### config.mk
export PLATFORM = sky130hd
export DESIGN_NAME = sm_fifo
export DESIGN_NICKNAME = d
export VERILOG_FILES = /design/src/rtl/pio_pkg.sv /design/src/rtl/sm_fifo_core.sv /design/src/rtl/sm_fifo.sv
export SDC_FILE = /design/constraint.sdc
export NUM_CORES = 1
export LEC_CHECK = 0
export CAP_MARGIN = 20
export CELL_PAD_IN_SITES_DETAIL_PLACEMENT = 0
export CELL_PAD_IN_SITES_GLOBAL_PLACEMENT = 2
export CORE_ASPECT_RATIO = 0.8
export CORE_MARGIN = 5
export CORE_UTILIZATION = 30
export DETAILED_ROUTE_END_ITERATION = 7
export GPL_ROUTABILITY_DRIVEN = 0
export PLACE_DENSITY = 0.62
export RECOVER_POWER = 50
export SYNTH_ARGS = -nofsm -noshare
export SYNTH_HDL_FRONTEND = slang
export SYNTH_SLANG_ARGS = --single-unit
export TNS_END_PERCENT = 20
### constraint.sdc
create_clock -name clk -period 30.7 [get_ports clk]
set_input_delay 3.07 -clock clk [delete_from_list [all_inputs] [get_ports clk]]
set_output_delay 3.07 -clock clk [all_outputs]
set_load 0.1 [all_outputs]
### src/rtl/pio_pkg.sv
// Shared constants for the PIO state-machine FIFO slice: sticky flag bit
// positions and the width of the occupancy counters.
package pio_pkg;
  localparam int FLAG_W       = 4;
  localparam int FLAG_TXSTALL = 0;
  localparam int FLAG_TXOVER  = 1;
  localparam int FLAG_RXSTALL = 2;
  localparam int FLAG_RXUNDER = 3;
  localparam int LEVEL_W      = 4;
endpackage

### src/rtl/sm_fifo_core.sv
// Single FWFT FIFO with 2*DEPTH slots and a runtime capacity (0, DEPTH or 2*DEPTH).
// A capacity of 0 reads as both empty and full, which disables the direction.
module fifo_core
  import pio_pkg::*;
#(
  parameter int WIDTH = 32,
  parameter int DEPTH = 4
) (
  input  logic               clk,
  input  logic               reset,
  input  logic               clr,
  input  logic [LEVEL_W-1:0] cap,
  input  logic               wr,
  input  logic [WIDTH-1:0]   wdata,
  input  logic               rd,
  output logic [WIDTH-1:0]   head,
  output logic [LEVEL_W-1:0] level,
  output logic               empty,
  output logic               full
);
  localparam int SLOTS = 2 * DEPTH;
  localparam int AW    = $clog2(SLOTS);

  logic [WIDTH-1:0]   mem_q [SLOTS];
  logic [WIDTH-1:0]   mem_d [SLOTS];
  logic [AW-1:0]      wr_ptr_q, wr_ptr_d, rd_ptr_q, rd_ptr_d;
  logic [LEVEL_W-1:0] level_q, level_d;
  logic [AW-1:0]      ptr_mask_s;
  logic               rd_ok_s, wr_ok_s;

  // Capacity is a power of two, so wrapping is a mask of cap-1.
  assign ptr_mask_s = AW'(cap - LEVEL_W'(1));
  assign empty      = (level_q == LEVEL_W'(0));
  assign full       = (level_q == cap);
  assign level      = level_q;
  assign head       = empty ? {WIDTH{1'b0}} : mem_q[rd_ptr_q];

  always_comb begin
    rd_ok_s  = rd & ~empty & ~clr;
    wr_ok_s  = wr & (~full | rd_ok_s) & ~clr;
    mem_d    = mem_q;
    wr_ptr_d = wr_ptr_q;
    rd_ptr_d = rd_ptr_q;
    level_d  = level_q + LEVEL_W'(wr_ok_s) - LEVEL_W'(rd_ok_s);
    if (clr) begin
      wr_ptr_d = '0;
      rd_ptr_d = '0;
      level_d  = '0;
    end else begin
      if (wr_ok_s) begin
        mem_d[wr_ptr_q] = wdata;
        wr_ptr_d        = (wr_ptr_q + AW'(1)) & ptr_mask_s;
      end else begin
        wr_ptr_d = wr_ptr_q;
      end
      if (rd_ok_s) begin
        rd_ptr_d = (rd_ptr_q + AW'(1)) & ptr_mask_s;
      end else begin
        rd_ptr_d = rd_ptr_q;
      end
    end
  end

  always_ff @(posedge clk or posedge reset) begin
    if (reset) begin
      for (int i = 0; i < SLOTS; i++) mem_q[i] <= '0;
      wr_ptr_q <= '0;
      rd_ptr_q <= '0;
      level_q  <= '0;
    end else begin
      mem_q    <= mem_d;
      wr_ptr_q <= wr_ptr_d;
      rd_ptr_q <= rd_ptr_d;
      level_q  <= level_d;
    end
  end
endmodule

### src/rtl/sm_fifo.sv
// TX/RX FIFO pair between the bus and one PIO state machine, with optional
// join into a single double-depth FIFO and sticky stall/over/under flags.
module sm_fifo
  import pio_pkg::*;
#(
  parameter int WIDTH = 32,
  parameter int DEPTH = 4
) (
  input  logic               clk,
  input  logic               reset,
  input  logic               sm_tick,
  input  logic               flush,
  input  logic               join_tx,
  input  logic               join_rx,
  input  logic               tx_wr,
  input  logic [WIDTH-1:0]   tx_wdata,
  input  logic               sm_pull,
  output logic [WIDTH-1:0]   sm_din,
  output logic               tx_empty,
  output logic               tx_full,
  input  logic               sm_push,
  input  logic [WIDTH-1:0]   sm_dout,
  output logic               rx_full,
  output logic               rx_empty,
  input  logic               rx_rd,
  output logic [WIDTH-1:0]   rx_rdata,
  output logic [LEVEL_W-1:0] tx_level,
  output logic [LEVEL_W-1:0] rx_level,
  output logic [FLAG_W-1:0]  flags,
  input  logic [FLAG_W-1:0]  flags_clr
);
  localparam logic [LEVEL_W-1:0] CAP_ONE = LEVEL_W'(DEPTH);
  localparam logic [LEVEL_W-1:0] CAP_TWO = LEVEL_W'(2 * DEPTH);

  logic               join_tx_q, join_tx_d, join_rx_q, join_rx_d;
  logic [FLAG_W-1:0]  flags_q, flags_d;
  logic [FLAG_W-1:0]  flag_set_s;
  logic [LEVEL_W-1:0] tx_cap_s, rx_cap_s;
  logic               clr_s, tx_pop_s, rx_push_s;

  always_comb begin
    join_tx_d = join_tx;
    join_rx_d = join_rx;
    clr_s     = flush | (join_tx != join_tx_q) | (join_rx != join_rx_q);
    tx_pop_s  = sm_pull & sm_tick;
    rx_push_s = sm_push & sm_tick;
    if (join_tx_q) begin
      tx_cap_s = CAP_TWO;
      rx_cap_s = LEVEL_W'(0);
    end else if (join_rx_q) begin
      tx_cap_s = LEVEL_W'(0);
      rx_cap_s = CAP_TWO;
    end else begin
      tx_cap_s = CAP_ONE;
      rx_cap_s = CAP_ONE;
    end
    // Flag events mirror the drop rules inside fifo_core; a clearing cycle raises none.
    flag_set_s               = '0;
    flag_set_s[FLAG_TXSTALL] = tx_pop_s & tx_empty;
    flag_set_s[FLAG_TXOVER]  = tx_wr & tx_full & ~(tx_pop_s & ~tx_empty);
    flag_set_s[FLAG_RXSTALL] = rx_push_s & rx_full & ~(rx_rd & ~rx_empty);
    flag_set_s[FLAG_RXUNDER] = rx_rd & rx_empty;
    if (clr_s) begin
      flag_set_s = '0;
    end else begin
      flag_set_s = flag_set_s;
    end
    flags_d = (flags_q & ~flags_clr) | flag_set_s;
  end

  always_ff @(posedge clk or posedge reset) begin
    if (reset) begin
      join_tx_q <= 1'b0;
      join_rx_q <= 1'b0;
      flags_q   <= '0;
    end else begin
      join_tx_q <= join_tx_d;
      join_rx_q <= join_rx_d;
      flags_q   <= flags_d;
    end
  end

  assign flags = flags_q;

  fifo_core #(.WIDTH(WIDTH), .DEPTH(DEPTH)) u_tx (
    .clk(clk), .reset(reset), .clr(clr_s), .cap(tx_cap_s),
    .wr(tx_wr), .wdata(tx_wdata), .rd(tx_pop_s),
    .head(sm_din), .level(tx_level), .empty(tx_empty), .full(tx_full)
  );

  fifo_core #(.WIDTH(WIDTH), .DEPTH(DEPTH)) u_rx (
    .clk(clk), .reset(reset), .clr(clr_s), .cap(rx_cap_s),
    .wr(rx_push_s), .wdata(sm_dout), .rd(rx_rd),
    .head(rx_rdata), .level(rx_level), .empty(rx_empty), .full(rx_full)
  );
endmodule
---- Word-level counts from Yosys, hierarchy flattened ----
Index checks and enable logic that the tools add are counted.
word-level totals
  word-level logic and storage cells ...... 122
  output and inout bits ................... 80
  register bits ........................... 538
operators by class
  equality and inequality tests ........... 4
  reductions and logical operators ........ 10
  add/subtract/negate cells ............... 10
  mux-type cells .......................... 29
  bitwise logic cells ..................... 38
  $lt $le $gt $ge ......................... 6
operator list
  operator             count
  $bwmux 256           2
  $mux 32              8
  $bmux 32 s3          2
  $demux 32 s3         2
  $mux 3               9
  $mux 4               6
  $and 1x1->1          16
  $ge 4x4->1 const B   4
  $not 3->4            4
  $add 3x1->3 const B  4
  $and 3x3->3          4
  $add 4x1->4          2
  $eq 4x4->1           2
  $logic_not 4->1      2
  $lt 4x1->1 const B   2
  $reduce_bool 2->1    4
  $sub 4x1->4          2
  $not 1->1            7
  $sub 3x1->3 const B  2
  $and 4x4->4          1
  $not 4->4            1
  $or 1x1->1           4
  $or 4x4->4           1
  $reduce_and 2->1     2
  2 further kinds      4

---- Depth between registers and ports, before layout ----
  depth in word-level cells ............... 11
  depth in mapped cells ................... 12
  mapped depth without buffers ............ 12

---- By module ----
From an unflattened synthesis, not the netlist that was laid out.
unflattened totals
  cells, all modules ...................... 1783
  area, all modules ....................... 24619.9 um^2
modules (own cells, without submodules)
  module             area each (um^2)  instances  cells each
  fifo_core at u_rx  12156.7           1          876
  fifo_core at u_tx  12155.4           1          877
  sm_fifo            307.8             1          30

---- Worst setup path after synthesis ----
Ideal clock, no wire load.
  kind .................................... register -> output
  from .................................... register u_rx.level_q[2], in the netlist u_rx.level[2]
  to ...................................... output rx_full
  path slack .............................. 23.766 ns
  stages on the path, launching flop included .. 5
  required time ........................... 27.630 ns
  data arrival time ....................... 3.864 ns
  cell sequence ........................... dfrtp_1 or4b_1 and3_1 buf_6 nor3_1
between the ends
  word-level cells in the longest chain between the ends .. 1
ends and longest elaborated chain
  item                    RTL line            source
  start, declared         sm_fifo_core.sv:27  logic [LEVEL_W-1:0] level_q, level_d;
  start signal, assigned  sm_fifo_core.sv:74  level_q <= level_d;
  $eq 4x4->1              sm_fifo_core.sv:34  assign full = (level_q == cap);
  end, declared           sm_fifo.sv:23       output logic rx_full,
No other way between the ends.

==> impl_metrics.json <==
{
  "wl_met3_mm": 3.18,
  "clock-sinks": 538,
  "route.met2.wl_mm": 29.0,
  "tightest_slew_ns": 7.61,
  "overflow": 0,
  "hold_viol": 0,
  "grt_pass1_wl_mm": 98.5,
  "hold_buffers": 0,
  "syn_area_per_cell_um2": 15.7,
  "post-route-period-util_pct": 43.9,
  "p_seq_share_pct": 46.6,
  "skew_ns": 0.0206,
  "crit_required_ns": 29.54,
  "p_int_mw": 1.25,
  "drive_above_1_share_pct": 43.7,
  "cap_violations": 11,
  "netlist_top_cells_count": "538 x dfrtp_1, 495 x mux2_2, 128 x mux4_2, 84 x nor2_1, 65 x mux2i_1",
  "dieArea_mm2": 0.0884,
  "p_sw_share_pct": 23.3,
  "routedWlPerCell_um": 22.2,
  "synth_top_area_share_pct": 54.4,
  "cts.path.max_buffers": 3,
  "slowest_delay_ns": 5.52,
  "multi_input_area_mm2": 0.0108,
  "die_h_um": 267,
  "rr_worst_depth": 8,
  "syn-num-nets": 1669,
  "clkLatencyLatePin_ns": 0.63,
  "path_max_fanout": 137,
  "worstSetupStartpoint": "reset",
  "startpoint_type": "primary input",
  "yosys.area_share.simple_pct": 2.74,
  "placed_cells": 2771,
  "yosys-mux-area-fraction_pct": 37.7,
  "start_util_pct": 30.2,
  "fin_crit_ns": 13.49,
  "fin_cells": 2887,
  "vias": 14100,
  "hp-start": "u_rx.mem_q[172]$_DFFE_PP0P_",
  "worst-setup-path-type": "in -> async",
  "antenna_found_initial": 4,
  "power_density_mw_per_mm2": 54.9,
  "area_delta_synth_final_pct": 19.6,
  "clkTransAtPathRegs_ns": 0.06,
  "wl_mm": 64.1,
  "synth.distinct_cells": 56,
  "root_buffer": "clkbuf_16",
  "worstReg2RegStart": "u_tx.level[2]$_DFF_PP0_",
  "post_cts_buffers": 0,
  "ys_seq_area_share_pct": 54.4,
  "slew_violations": 590,
  "crit_chain": "dlygate4sd3_1 > clkinvlp_2 > clkbuf_1",
  "area.sequential_mm2": 0.0135,
  "cts_buffers": 57,
  "setup_violations": 0,
  "track_usage_pct": 14.6,
  "route.detailed.drc": 0,
  "first_pass_iters": 4,
  "synth_xor_area_share_pct": 0.318,
  "synth_compound_area_share_pct": 1.47,
  "dp_hpwl_mm": 37.0,
  "p_switching_mw": 0.379,
  "synth_area_leader_cell": "dfrtp_1",
  "core_area_mm2": 0.0821,
  "rsz0062_at_grt": "false",
  "combPwrFrac_pct": 8.0,
  "synthArstFlopShare_pct": 100,
  "relSlewSlack_pct": -407,
  "cts_tree": "yes",
  "grt_max_degree": 138,
  "yosysWarnings": 0,
  "post_cts_resized": 0,
  "syn_area_mm2": 0.0248,
  "synthAdderAreaFrac_pct": 0.869,
  "fill_cells": 7903,
  "synthCells": 1575,
  "status": "finished with violations",
  "synth_top_family_by_area": "multiplexers",
  "io_pins": 158,
  "cts-htree-levels": 2,
  "fin_nets": 1826,
  "synth_most_common_cell": "dfrtp_1",
  "whs_path_depth": 1,
  "chipWidth_um": 331,
  "crit_path_top_delay_cell": "clkbuf_1",
  "grt_pass1_vias": 15200,
  "cellLeakagePower_nw": 13.3,
  "synth-seq-cells": 538,
  "hp-class": "reg -> reg",
  "viasPerCell": 4.88,
  "io_buffers": 157,
  "synth_edf_count": 0,
  "fin_tns_setup_ns": 0,
  "top_layer": "met5",
  "power_frac_clock_pct": 45.4,
  "met1Wirelength_mm": 30.8,
  "endpoint_kind": "asynchronous set/reset pin",
  "ant_nets": 0,
  "yosys-top-cells-area": "dfrtp_1 54%, mux2_2 23%, mux4_2 12%",
  "rows": 94,
  "max_freq_ghz": 0.0742,
  "critical_path_arrival_ns": 12.33,
  "ys.flop_type": "dfrtp_1",
  "drt_iter0_drc": 625,
  "violations": "capacitance limit, slew limit",
  "vdd_drop_max_mv": 0.0408
}
==> layer usage <==
metal  GRT usage (%)  vias up
met1            21.7     7618
met2            22.2      199
li1                -     6208
met3            2.99       72
met4            3.25        4
met5               0        -
==> logic make-up (layout without fill, tap and decap cells) <==
family	after synthesis	in the layout
multiplexers	705	705
flip-flops	538	538
AND/OR/NAND/NOR	141	141
buffers and inverters	119	323
AO/OA/AOI/OAI	47	47
adder cells (fa/ha/maj)	16	16
XOR/XNOR	9	9
other	0	4
==> per-stage QoR <==
step / instance area (um^2) / hold WS (ns) / power, mW / worst slack, ns / util, %
after floorplan: 24800 / 0.452 / 0.857 / 12.59 / -
after global placement: 27600 / 0.466 / 0.898 / 23.94 / 33.6
after detailed placement: 27600 / 0.479 / 0.903 / 23.96 / 33.6
after CTS: 29600 / 0.493 / 1.65 / 23.24 / 36.0
after global routing: 29600 / 0.508 / 1.70 / 14.86 / 36.0
final: 29600 / 0.492 / 1.63 / 17.22 / 36.1
==> layout make-up <==
class | count | share of cell area (%)
well taps | 1104 | 4.67
clock inverters | 30 | 1.34
multi-input cells | 918 | 36.4
flip-flops and latches | 538 | 45.5
diodes | 4 | 0.0338
repair buffers | 197 | 6.34
inverters | 20 | 0.258
clock buffers | 76 | 5.44
==> power groups by stage <==
stage | combinational [mW] | sequential, mW | clock (mW)
2_1_floorplan | 0.0899 | 0.767 | 0
3_3_place_gp | 0.130 | 0.769 | 0
3_5_place_dp | 0.133 | 0.770 | 0
4_1_cts | 0.134 | 0.757 | 0.764
5_1_grt | 0.145 | 0.760 | 0.795
6_report | 0.130 | 0.757 | 0.738
==> cell usage in the layout (no fill, tap or decap), types with 4 or more instances in the layout <==
master / instances
a21oi_1: 10
and2_1: 6
buf_4: 22
bufinv_16: 8
clkbuf_1: 23
clkbuf_16: 58
clkbuf_8: 9
clkdlybuf4s50_1: 150
clkinv_2: 16
dfrtp_1: 532
dfrtp_2: 4
diode_2: 4
dlygate4sd3_1: 7
ha_1: 14
inv_1: 19
mux2_1: 11
mux2_2: 495
mux2_4: 6
mux2i_1: 65
mux4_2: 128
nand2_1: 8
nand3_1: 4
nor2_1: 84
nor3_1: 8
o2111ai_4: 4
o211ai_1: 8
xnor2_1: 5
xor2_1: 4
==> worst paths after layout <==
kind / to / slack [ns]
max: u_tx.mem_q[209]$_DFFE_PP0P_ / 17.22
min: u_rx.mem_q[172]$_DFFE_PP0P_ / 0.49
max reg2reg: u_tx.mem_q[237]$_DFFE_PP0P_ / 25.89
min reg2reg: u_rx.mem_q[172]$_DFFE_PP0P_ / 0.49
max in group clk: sm_din[3] / 23.39
min in group asynchronous: u_rx.mem_q[248]$_DFFE_PP0P_ / 4.55
==> worst max-delay path: cells and delay by family <==
family | cells | cell delay (ns)
buffers and inverters | 3 | 9.01
==> state kept, by name, summed over array words and instances, names as in the netlist <==
name,count
flags,4
join_rx_q,1
join_tx_q,1
u_rx.level,4
u_rx.mem_q,256
u_rx.rd_ptr_q,3
u_rx.wr_ptr_q,3
u_tx.level,4
u_tx.mem_q,256
u_tx.rd_ptr_q,3
u_tx.wr_ptr_q,3
(Power assumes the default switching activity.)
